### config.mk
export PLATFORM = sky130hd
export DESIGN_NAME = alu_74181_seq_flat
export DESIGN_NICKNAME = d
export VERILOG_FILES = /design/src/rtl/alu_74181_pkg.sv /design/src/rtl/alu_74181_seq_if.sv /design/src/rtl/alu_74181_slice.sv /design/src/rtl/alu_74181_seq.sv /design/src/flat_wrapper.sv
export SDC_FILE = /design/constraint.sdc
export NUM_CORES = 1
export LEC_CHECK = 0
export ABC_AREA = 1
export CAP_MARGIN = 15
export CORE_ASPECT_RATIO = 0.7
export CORE_MARGIN = 5
export CORE_UTILIZATION = 30
export CTS_CLUSTER_DIAMETER = 200
export DETAILED_ROUTE_END_ITERATION = 7
export DONT_BUFFER_PORTS = 1
export MAX_ROUTING_LAYER = met4
export PLACE_DENSITY = 0.45
export SLEW_MARGIN = 20
export SYNTH_ARGS = -nofsm -noshare
export SYNTH_HDL_FRONTEND = slang
export SYNTH_SLANG_ARGS = --single-unit
### constraint.sdc
create_clock -name clk -period 3.3 [get_ports clk]
set_input_delay 0.33 -clock clk [delete_from_list [all_inputs] [get_ports clk]]
set_output_delay 0.33 -clock clk [all_outputs]
set_load 0.005 [all_outputs]
### src/rtl/alu_74181_pkg.sv
// Shared types and constants for the sequential 74181-style ALU.
// Select codes are named after the arithmetic-mode function they pick.
package alu_74181_pkg;

  localparam int SLICE_W = 4;

  typedef enum logic [1:0] {
    IDLE = 2'd0,
    RUN  = 2'd1,
    DONE = 2'd2
  } state_t;

  localparam logic [3:0] S_A            = 4'b0000;
  localparam logic [3:0] S_A_OR_B       = 4'b0001;
  localparam logic [3:0] S_A_OR_NB      = 4'b0010;
  localparam logic [3:0] S_MINUS1       = 4'b0011;
  localparam logic [3:0] S_A_PLUS_ANB   = 4'b0100;
  localparam logic [3:0] S_AOB_PLUS_ANB = 4'b0101;
  localparam logic [3:0] S_SUB_M1       = 4'b0110;
  localparam logic [3:0] S_ANB_M1       = 4'b0111;
  localparam logic [3:0] S_A_PLUS_AB    = 4'b1000;
  localparam logic [3:0] S_ADD          = 4'b1001;
  localparam logic [3:0] S_AONB_PLUS_AB = 4'b1010;
  localparam logic [3:0] S_AB_M1        = 4'b1011;
  localparam logic [3:0] S_DOUBLE       = 4'b1100;
  localparam logic [3:0] S_AOB_PLUS_A   = 4'b1101;
  localparam logic [3:0] S_AONB_PLUS_A  = 4'b1110;
  localparam logic [3:0] S_A_M1         = 4'b1111;

endpackage

### src/rtl/alu_74181_seq_if.sv
// Request/result bus of the sequential ALU.
interface alu_74181_seq_if #(
    parameter int WIDTH = 16
);
    // Valid/ready: a transfer happens on a rising edge where valid and ready are
    // both 1; the producer holds its payload stable while valid=1 and ready=0.
    logic             in_valid;
    logic             in_ready;
    logic [WIDTH-1:0] a;
    logic [WIDTH-1:0] b;
    logic [3:0]       s;
    logic             m;
    logic             cin;
    logic             out_valid;
    logic             out_ready;
    logic [WIDTH-1:0] f;
    logic             cout;
    logic             aeqb;
    logic             zero;
    logic             ovf;

    modport master (
        output in_valid, a, b, s, m, cin, out_ready,
        input  in_ready, out_valid, f, cout, aeqb, zero, ovf
    );

    modport slave (
        input  in_valid, a, b, s, m, cin, out_ready,
        output in_ready, out_valid, f, cout, aeqb, zero, ovf
    );
endinterface

### src/rtl/alu_74181_slice.sv
// Combinational 4-bit 74181 slice with active-high data and carry.
// c3 is the carry into bit 3, used by the sequencer for signed overflow.
module alu_74181_slice
    import alu_74181_pkg::*;
(
    input  logic [SLICE_W-1:0] a,
    input  logic [SLICE_W-1:0] b,
    input  logic [3:0]         s,
    input  logic               m,
    input  logic               cin,
    output logic [SLICE_W-1:0] f,
    output logic               cout,
    output logic               c3
);
    logic [3:0] x, y, lf;
    logic [4:0] sum;
    logic [3:0] low;

    always_comb begin
        x = 4'h0;
        y = 4'h0;
        unique case (s)
            S_A:            begin x = a;       y = 4'h0;    end
            S_A_OR_B:       begin x = a | b;   y = 4'h0;    end
            S_A_OR_NB:      begin x = a | ~b;  y = 4'h0;    end
            S_MINUS1:       begin x = 4'h0;    y = 4'hF;    end
            S_A_PLUS_ANB:   begin x = a;       y = a & ~b;  end
            S_AOB_PLUS_ANB: begin x = a | b;   y = a & ~b;  end
            S_SUB_M1:       begin x = a;       y = ~b;      end
            S_ANB_M1:       begin x = a & ~b;  y = 4'hF;    end
            S_A_PLUS_AB:    begin x = a;       y = a & b;   end
            S_ADD:          begin x = a;       y = b;       end
            S_AONB_PLUS_AB: begin x = a | ~b;  y = a & b;   end
            S_AB_M1:        begin x = a & b;   y = 4'hF;    end
            S_DOUBLE:       begin x = a;       y = a;       end
            S_AOB_PLUS_A:   begin x = a | b;   y = a;       end
            S_AONB_PLUS_A:  begin x = a | ~b;  y = a;       end
            default:        begin x = a;       y = 4'hF;    end
        endcase
    end

    always_comb begin
        lf = 4'h0;
        unique case (s)
            4'h0:    lf = ~a;
            4'h1:    lf = ~(a | b);
            4'h2:    lf = ~a & b;
            4'h3:    lf = 4'h0;
            4'h4:    lf = ~(a & b);
            4'h5:    lf = ~b;
            4'h6:    lf = a ^ b;
            4'h7:    lf = a & ~b;
            4'h8:    lf = ~a | b;
            4'h9:    lf = ~(a ^ b);
            4'hA:    lf = b;
            4'hB:    lf = a & b;
            4'hC:    lf = 4'hF;
            4'hD:    lf = a | ~b;
            4'hE:    lf = a | b;
            default: lf = a;
        endcase
    end

    assign sum  = {1'b0, x} + {1'b0, y} + {4'b0, cin};
    assign low  = {1'b0, x[2:0]} + {1'b0, y[2:0]} + {3'b0, cin};
    assign f    = m ? lf : sum[3:0];
    assign cout = ~m & sum[4];
    assign c3   = ~m & low[3];
endmodule

### src/rtl/alu_74181_seq.sv
// Multi-cycle ALU: SLICES_PER_CYCLE chained 74181 slices per step, LSB first,
// with the inter-step carry held in carry_q.
module alu_74181_seq
    import alu_74181_pkg::*;
#(
    parameter int WIDTH            = 16,
    parameter int SLICES_PER_CYCLE = 1
) (
    input  logic            clk,
    input  logic            rst,
    alu_74181_seq_if.slave  bus,
    output state_t          dbg_state
);
    localparam int STEP_W = SLICE_W * SLICES_PER_CYCLE;
    localparam int N      = WIDTH / STEP_W;
    localparam int CNT_W  = (N > 1) ? $clog2(N) : 1;

    state_t           state;
    logic [CNT_W-1:0] step;
    logic             carry_q;
    logic [WIDTH-1:0] a_q, b_q, f_q;
    logic [3:0]       s_q;
    logic             m_q;
    logic             out_valid_q, cout_q, aeqb_q, zero_q, ovf_q;

    logic [STEP_W-1:0] a_step, b_step, f_step;
    logic [WIDTH-1:0]  f_next;
    logic              cin_v  [SLICES_PER_CYCLE];
    logic              cout_v [SLICES_PER_CYCLE];
    logic              c3_v   [SLICES_PER_CYCLE];
    logic              last_step;

    assign a_step    = a_q[int'(step) * STEP_W +: STEP_W];
    assign b_step    = b_q[int'(step) * STEP_W +: STEP_W];
    assign last_step = (step == CNT_W'(N - 1));

    for (genvar g = 0; g < SLICES_PER_CYCLE; g++) begin : g_slice
        if (g == 0) begin : g_first
            assign cin_v[g] = carry_q;
        end else begin : g_next
            assign cin_v[g] = cout_v[g-1];
        end
        alu_74181_slice u_slice (
            .a    (a_step[g*SLICE_W +: SLICE_W]),
            .b    (b_step[g*SLICE_W +: SLICE_W]),
            .s    (s_q),
            .m    (m_q),
            .cin  (cin_v[g]),
            .f    (f_step[g*SLICE_W +: SLICE_W]),
            .cout (cout_v[g]),
            .c3   (c3_v[g])
        );
    end

    // Flags at the last step must see the bits being written on that same edge.
    always_comb begin
        f_next = f_q;
        f_next[int'(step) * STEP_W +: STEP_W] = f_step;
    end

    always_ff @(posedge clk or posedge rst) begin
        if (rst) begin
            state       <= IDLE;
            step        <= '0;
            carry_q     <= 1'b0;
            a_q         <= '0;
            b_q         <= '0;
            s_q         <= 4'h0;
            m_q         <= 1'b0;
            f_q         <= '0;
            out_valid_q <= 1'b0;
            cout_q      <= 1'b0;
            aeqb_q      <= 1'b0;
            zero_q      <= 1'b0;
            ovf_q       <= 1'b0;
        end else begin
            unique case (state)
                IDLE: begin
                    if (bus.in_valid) begin
                        a_q     <= bus.a;
                        b_q     <= bus.b;
                        s_q     <= bus.s;
                        m_q     <= bus.m;
                        carry_q <= bus.cin;
                        step    <= '0;
                        state   <= RUN;
                    end
                end
                RUN: begin
                    f_q     <= f_next;
                    carry_q <= cout_v[SLICES_PER_CYCLE-1];
                    step    <= step + 1'b1;
                    if (last_step) begin
                        state       <= DONE;
                        out_valid_q <= 1'b1;
                        cout_q      <= cout_v[SLICES_PER_CYCLE-1];
                        ovf_q       <= ~m_q & (c3_v[SLICES_PER_CYCLE-1] ^
                                               cout_v[SLICES_PER_CYCLE-1]);
                        aeqb_q      <= &f_next;
                        zero_q      <= ~|f_next;
                    end
                end
                DONE: begin
                    if (bus.out_ready) begin
                        out_valid_q <= 1'b0;
                        state       <= IDLE;
                    end
                end
                default: state <= IDLE;
            endcase
        end
    end

    assign bus.in_ready  = (state == IDLE);
    assign bus.out_valid = out_valid_q;
    assign bus.f         = f_q;
    assign bus.cout      = cout_q;
    assign bus.aeqb      = aeqb_q;
    assign bus.zero      = zero_q;
    assign bus.ovf       = ovf_q;
    assign dbg_state     = state;
endmodule

### src/flat_wrapper.sv
// flat-port wrapper written by rule: the top's interface ports become plain ports
module alu_74181_seq_flat import alu_74181_pkg::*;
#(
    parameter int WIDTH            = 16,
    parameter int SLICES_PER_CYCLE = 1
)
  (clk, rst, dbg_state, bus_in_valid, bus_a, bus_b, bus_s, bus_m, bus_cin, bus_out_ready, bus_in_ready, bus_out_valid, bus_f, bus_cout, bus_aeqb, bus_zero, bus_ovf);
  alu_74181_seq_if #(.WIDTH(WIDTH)) bus_i ();
  input  logic clk;
  input  logic rst;
  output state_t dbg_state;
  input wire logic [$bits(bus_i.in_valid)-1:0] bus_in_valid;
  input wire logic [$bits(bus_i.a)-1:0] bus_a;
  input wire logic [$bits(bus_i.b)-1:0] bus_b;
  input wire logic [$bits(bus_i.s)-1:0] bus_s;
  input wire logic [$bits(bus_i.m)-1:0] bus_m;
  input wire logic [$bits(bus_i.cin)-1:0] bus_cin;
  input wire logic [$bits(bus_i.out_ready)-1:0] bus_out_ready;
  output wire logic [$bits(bus_i.in_ready)-1:0] bus_in_ready;
  output wire logic [$bits(bus_i.out_valid)-1:0] bus_out_valid;
  output wire logic [$bits(bus_i.f)-1:0] bus_f;
  output wire logic [$bits(bus_i.cout)-1:0] bus_cout;
  output wire logic [$bits(bus_i.aeqb)-1:0] bus_aeqb;
  output wire logic [$bits(bus_i.zero)-1:0] bus_zero;
  output wire logic [$bits(bus_i.ovf)-1:0] bus_ovf;
  assign bus_i.in_valid = bus_in_valid;
  assign bus_i.a = bus_a;
  assign bus_i.b = bus_b;
  assign bus_i.s = bus_s;
  assign bus_i.m = bus_m;
  assign bus_i.cin = bus_cin;
  assign bus_i.out_ready = bus_out_ready;
  assign bus_in_ready = bus_i.in_ready;
  assign bus_out_valid = bus_i.out_valid;
  assign bus_f = bus_i.f;
  assign bus_cout = bus_i.cout;
  assign bus_aeqb = bus_i.aeqb;
  assign bus_zero = bus_i.zero;
  assign bus_ovf = bus_i.ovf;
  alu_74181_seq #(.WIDTH(WIDTH), .SLICES_PER_CYCLE(SLICES_PER_CYCLE)) u_core (.clk(clk), .rst(rst), .bus(bus_i), .dbg_state(dbg_state));
endmodule
==> results.txt <==
The min-delay analysis places its worst path in the category in2async. Along the worst path, the maximum fanout reaches 4. The dominant combinational cell family by area after synthesis is simple AND/OR/NAND/NOR gates. The largest net degree at the start of global routing is 49. The total routing resource utilization after global routing is 17.9%.

The worst setup path is captured at a flop. The count of TritonRoute iterations in the first routing pass is 5. VDD sags by at most 0.000645 V. After synthesis, the cell types taking the most area are sky130_fd_sc_hd__dfrtp_1 (37%), sky130_fd_sc_hd__nand2_1 (27%), sky130_fd_sc_hd__ha_1 (7.3%), sky130_fd_sc_hd__inv_1 (5.3%), sky130_fd_sc_hd__nor2_1 (5.0%). The mapped netlist covers 4290 µm².

Dividing total power by cell area gives a power density of 1370 nW/µm². The number of synthesized register bits is 63. The post-synthesis to final-layout area growth came out at 33.6%. TritonCTS built the clock tree. Of the total synthesized cell area, the portion taken by AND, OR, NAND and NOR gates is 40.1%.

The synthesized design contains 0 enable-type register cells. The worst path uses 101% of the clock period. The weighted congestion at the end of routability-driven global placement is 0.943. Counting the buffers created by CTS gives 9. The post-layout total power is 7.86 mW. The clock-pin slew reported for the worst setup and hold paths after clock tree synthesis came out at 0.06 ns.

The placed wire-length estimate came out at 11000 µm. The area of the placeable core came out at 14000 µm². The routed length per placed instance is 15.6 µm. The clock group share of total power came out at 11.7%. Input and output buffers added on the ports amount to 0. The number of global-route vias before repair is 4284.

The critical path class is reg2reg. The final layout contains 800 nets. The relative slew slack is 40.7%. After detailed routing, the total wire length is 14400 µm. The final hold violation count came to 0.

The number of different library cells used by synthesis comes to 32. The worst setup margin is -0.0267 ns. The tree is rooted in a sky130_fd_sc_hd__clkbuf_16. The clock latency reported for the late side of the worst-skew pair is 0.34 ns.

The number of DRC markers after the initial detailed-route iteration came out at 251. The floorplan die area is 16800 µm². The run finished, with violations left. The post-synthesis average cell area is 6.59 µm².

Of all flip-flops after synthesis, the portion carrying an async set or reset was 100%. The H-tree level count came out at 3. The number of antenna diodes is 0. In the synthesized netlist, mux cells make up 0% of the area. Pin placement for this block handled 66 I/O pins. Setup total negative slack on the finished layout was measured at -0.0502 ns.

The floorplan die width came out at 153 µm. The die is 110 µm tall. The compound-gate portion of the synthesized area is 7.53%. The slew at the pin with the worst max-slew slack is 0.881 ns. For this run, design rule violations remaining after detail routing come to 0. Sequential elements use 36.8% of the synthesized area.

In this run the remaining antenna-violating nets after routing total 0. The via total after detailed routing came out at 4398. The leakage component of the power came out at 2.93 nW. The utilization of the core after routing came out at 41.0%. The initial antenna violation count was 0. The number of sinks on the clock net is 63. The internal power is 3.99 mW. The number of warnings printed during yosys synthesis is 0. The most frequently used flop master after synthesis is sky130_fd_sc_hd__dfrtp_1. The fraction of final layout cells with drive strength greater than 1 is 25.0%. The total count of max-transition violations in the final report came out at 0.

The hold buffer count at cts came out at 0. Timing would allow up to 301 MHz. STA classifies the critical path startpoint as a flop. The shortest period the worst path allows came out at 3.33 ns. At the worst endpoint, the required time is 3.58 ns. Combinational logic is responsible for 70.0% of the overall power.

The via count normalized by instance count came out at 4.75. Across the routed clock network, the largest skew measured is 0.00791 ns. For this design the total switching power over the nets is 3.87 mW. The portion of total power attributed to sequential cells came out at 18.3%.

The effective utilization at floorplan is 30.7%. The total overflow reported by the global router is 0. Net switching is 49.2% of the power. The first global-routing pass estimated 22900 µm of wire. The row count came out at 36.

The synthesized design devotes to its leading area cell type 36.8% of total area. The checks that failed: negative setup slack. The number of failing setup endpoints in the final timing report came out at 2.

The data arrival time of the critical path came out at 3.60 ns. Counting every instance in the synthesized netlist gives 651. Setup repair after global routing could not meet its margin everywhere. The buffer depth of the longest clock path came out at 2. The setup slack of the worst register-to-register path is -0.03 ns.

The total nets after synthesis came out at 720. Summed over all instances, the cell type with the most area after synthesis is sky130_fd_sc_hd__dfrtp_1. The adder-cell area share of the yosys netlist came out at 8.23%. The tool flagged a number of max-cap violations equal to 0. Summing the areas of all xor and xnor instances in the mapped netlist gives 0.204% of the synthesized area.
critical path, cell delays in order, from the launching register on:
cell and delay [ns]:
sky130_fd_sc_hd__dfrtp_2 0.44, sky130_fd_sc_hd__clkinvlp_4 0.15, sky130_fd_sc_hd__nand2_2 0.08, sky130_fd_sc_hd__nand3_2 0.09, sky130_fd_sc_hd__nand2_4 0.11, sky130_fd_sc_hd__inv_6 0.05, sky130_fd_sc_hd__ha_4 0.15, sky130_fd_sc_hd__buf_4 0.13
sky130_fd_sc_hd__nand2_2 0.08, sky130_fd_sc_hd__nand4_1 0.17, sky130_fd_sc_hd__a21oi_2 0.19, sky130_fd_sc_hd__fa_2 0.22, sky130_fd_sc_hd__inv_2 0.05, sky130_fd_sc_hd__fa_2 0.52, sky130_fd_sc_hd__nand2_2 0.07, sky130_fd_sc_hd__nand2_4 0.10
sky130_fd_sc_hd__nand2_2 0.07, sky130_fd_sc_hd__nand2_2 0.11, sky130_fd_sc_hd__nand2_1 0.05, sky130_fd_sc_hd__nor2_1 0.09, sky130_fd_sc_hd__nand2_1 0.06, sky130_fd_sc_hd__nor2_1 0.11, sky130_fd_sc_hd__nand3_1 0.09, sky130_fd_sc_hd__nand2_1 0.07
power groups by stage:
stage / clock, mW / combinational, mW / sequential (mW)
detailed placement: 0 / 4.46 / 1.44
CTS: 0.943 / 4.77 / 1.44
global placement: 0 / 4.49 / 1.44
finish: 0.918 / 5.50 / 1.44
global route: 0.975 / 6.15 / 1.49
floorplan: 0 / 2.74 / 1.33
per-layer routing:
metal / global-route usage [%] / share of wire [%] / vias up
met4: 5.02 / 1.8 / 0
met3: 3.71 / 5.1 / 22
met5: - / 0 / -
met1: 26.9 / 53 / 2015
met2: 24.2 / 40 / 129
li1: - / - / 2232
what timing repair did:
item | in CTS | in global routing
setup endpoints to repair | 11 | 15
pin swaps | 22 | 33
setup buffers | 4 | 8
gates cloned | 1 | 0
resized for setup | 33 | 65
final timing paths:
check,from,endpoint,cells after the start
max in group asynchronous,rst,u_core.bus.f[0],2
worst min-delay path,rst,u_core.a_q[8],1
worst max register to register,u_core.step[0],u_core.bus.aeqb,23
min in group clk,bus_b[15],u_core.b_q[15],2
worst max-delay path,u_core.step[0],u_core.bus.aeqb,23
worst min register to register,u_core.a_q[14],u_core.a_q[14],2
sequential cells by signal, indices dropped and copies added, names as in the netlist:
name	count
u_core.m_q	1
u_core.s_q	4
u_core.bus.cout	1
u_core.b_q	16
u_core.bus.aeqb	1
u_core.carry_q	1
u_core.bus.out_valid	1
u_core.bus.zero	1
u_core.a_q	16
u_core.step	2
u_core.bus.ovf	1
u_core.dbg_state	2
u_core.bus.f	16
per-stage QoR:
step                      hold slack, ns  instances  instance area (µm²)  worst slack [ns]
after floorplan                    0.437        651                 4310          0.000416
after global placement             0.443        897                 5010            -0.170
after detailed placement           0.445        897                 5010            -0.249
final                             0.0255        926                 5730           -0.0267
after CTS                         0.0889        918                 5450           -0.0682
after global routing              0.0927        926                 5730            -0.354
final cells by class:
cell class / count / area (µm²)
Fill cell: 1476 / 8230
Multi-Input combinational cell: 509 / 2720
Sequential cell: 63 / 1580
Timing Repair Buffer: 84 / 661
Inverter: 63 / 245
Tap cell: 190 / 238
Clock buffer: 9 / 225
Clock inverter: 7 / 57.6
Timing Repair inverter: 1 / 7.51
synth_stat cells, types with 2 or more instances:
cell                        number
sky130_fd_sc_hd__inv_1          60
sky130_fd_sc_hd__clkbuf_1       11
sky130_fd_sc_hd__or2_2           2
sky130_fd_sc_hd__a21oi_1         8
sky130_fd_sc_hd__dfrtp_1        63
sky130_fd_sc_hd__a221oi_1        7
sky130_fd_sc_hd__o21ai_0        23
sky130_fd_sc_hd__a31oi_1         5
sky130_fd_sc_hd__nor2_1         57
sky130_fd_sc_hd__o211ai_1        2
sky130_fd_sc_hd__ha_1           25
sky130_fd_sc_hd__inv_2           2
sky130_fd_sc_hd__nand4_1        14
sky130_fd_sc_hd__nand2_2         3
sky130_fd_sc_hd__o2111ai_1       3
sky130_fd_sc_hd__buf_2           2
sky130_fd_sc_hd__nand2_1       305
sky130_fd_sc_hd__fa_1            2
sky130_fd_sc_hd__nor3_1          4
sky130_fd_sc_hd__nand3_1        40
sky130_fd_sc_hd__a211oi_1        2
kinds of logic after synthesis:
kind of cell / Yosys count
AO/OA/AOI/OAI: 53
XOR/XNOR: 1
adder cells (fa/ha/maj): 27
AND/OR/NAND/NOR: 428
flip-flops: 63
buffers and inverters: 79
cells in the final DEF (no fill, tap or decap), types with 2 or more instances in the layout:
cell type / instances
sky130_fd_sc_hd__ha_2: 3
sky130_fd_sc_hd__inv_2: 10
sky130_fd_sc_hd__o21ai_1: 5
sky130_fd_sc_hd__nand3_1: 34
sky130_fd_sc_hd__clkbuf_16: 9
sky130_fd_sc_hd__inv_1: 50
sky130_fd_sc_hd__a221oi_2: 7
sky130_fd_sc_hd__o211ai_1: 2
sky130_fd_sc_hd__clkinv_2: 2
sky130_fd_sc_hd__nand2_2: 21
sky130_fd_sc_hd__o21ai_0: 13
sky130_fd_sc_hd__a21oi_1: 5
sky130_fd_sc_hd__nand4_1: 14
sky130_fd_sc_hd__nand2_1: 283
sky130_fd_sc_hd__buf_6: 8
sky130_fd_sc_hd__a31oi_1: 5
sky130_fd_sc_hd__dfrtp_1: 62
sky130_fd_sc_hd__nor3_1: 4
sky130_fd_sc_hd__nor2_1: 53
sky130_fd_sc_hd__clkinv_4: 2
sky130_fd_sc_hd__o2111ai_1: 2
sky130_fd_sc_hd__fa_2: 2
sky130_fd_sc_hd__clkinvlp_4: 3
sky130_fd_sc_hd__inv_6: 2
sky130_fd_sc_hd__o21ai_2: 6
sky130_fd_sc_hd__nor2_2: 5
sky130_fd_sc_hd__buf_4: 76
sky130_fd_sc_hd__a21oi_2: 3
sky130_fd_sc_hd__ha_4: 7
sky130_fd_sc_hd__nand3_2: 5
sky130_fd_sc_hd__nand2_4: 4
sky130_fd_sc_hd__ha_1: 15
No activity file was read; power rests on OpenSTA's default activity.
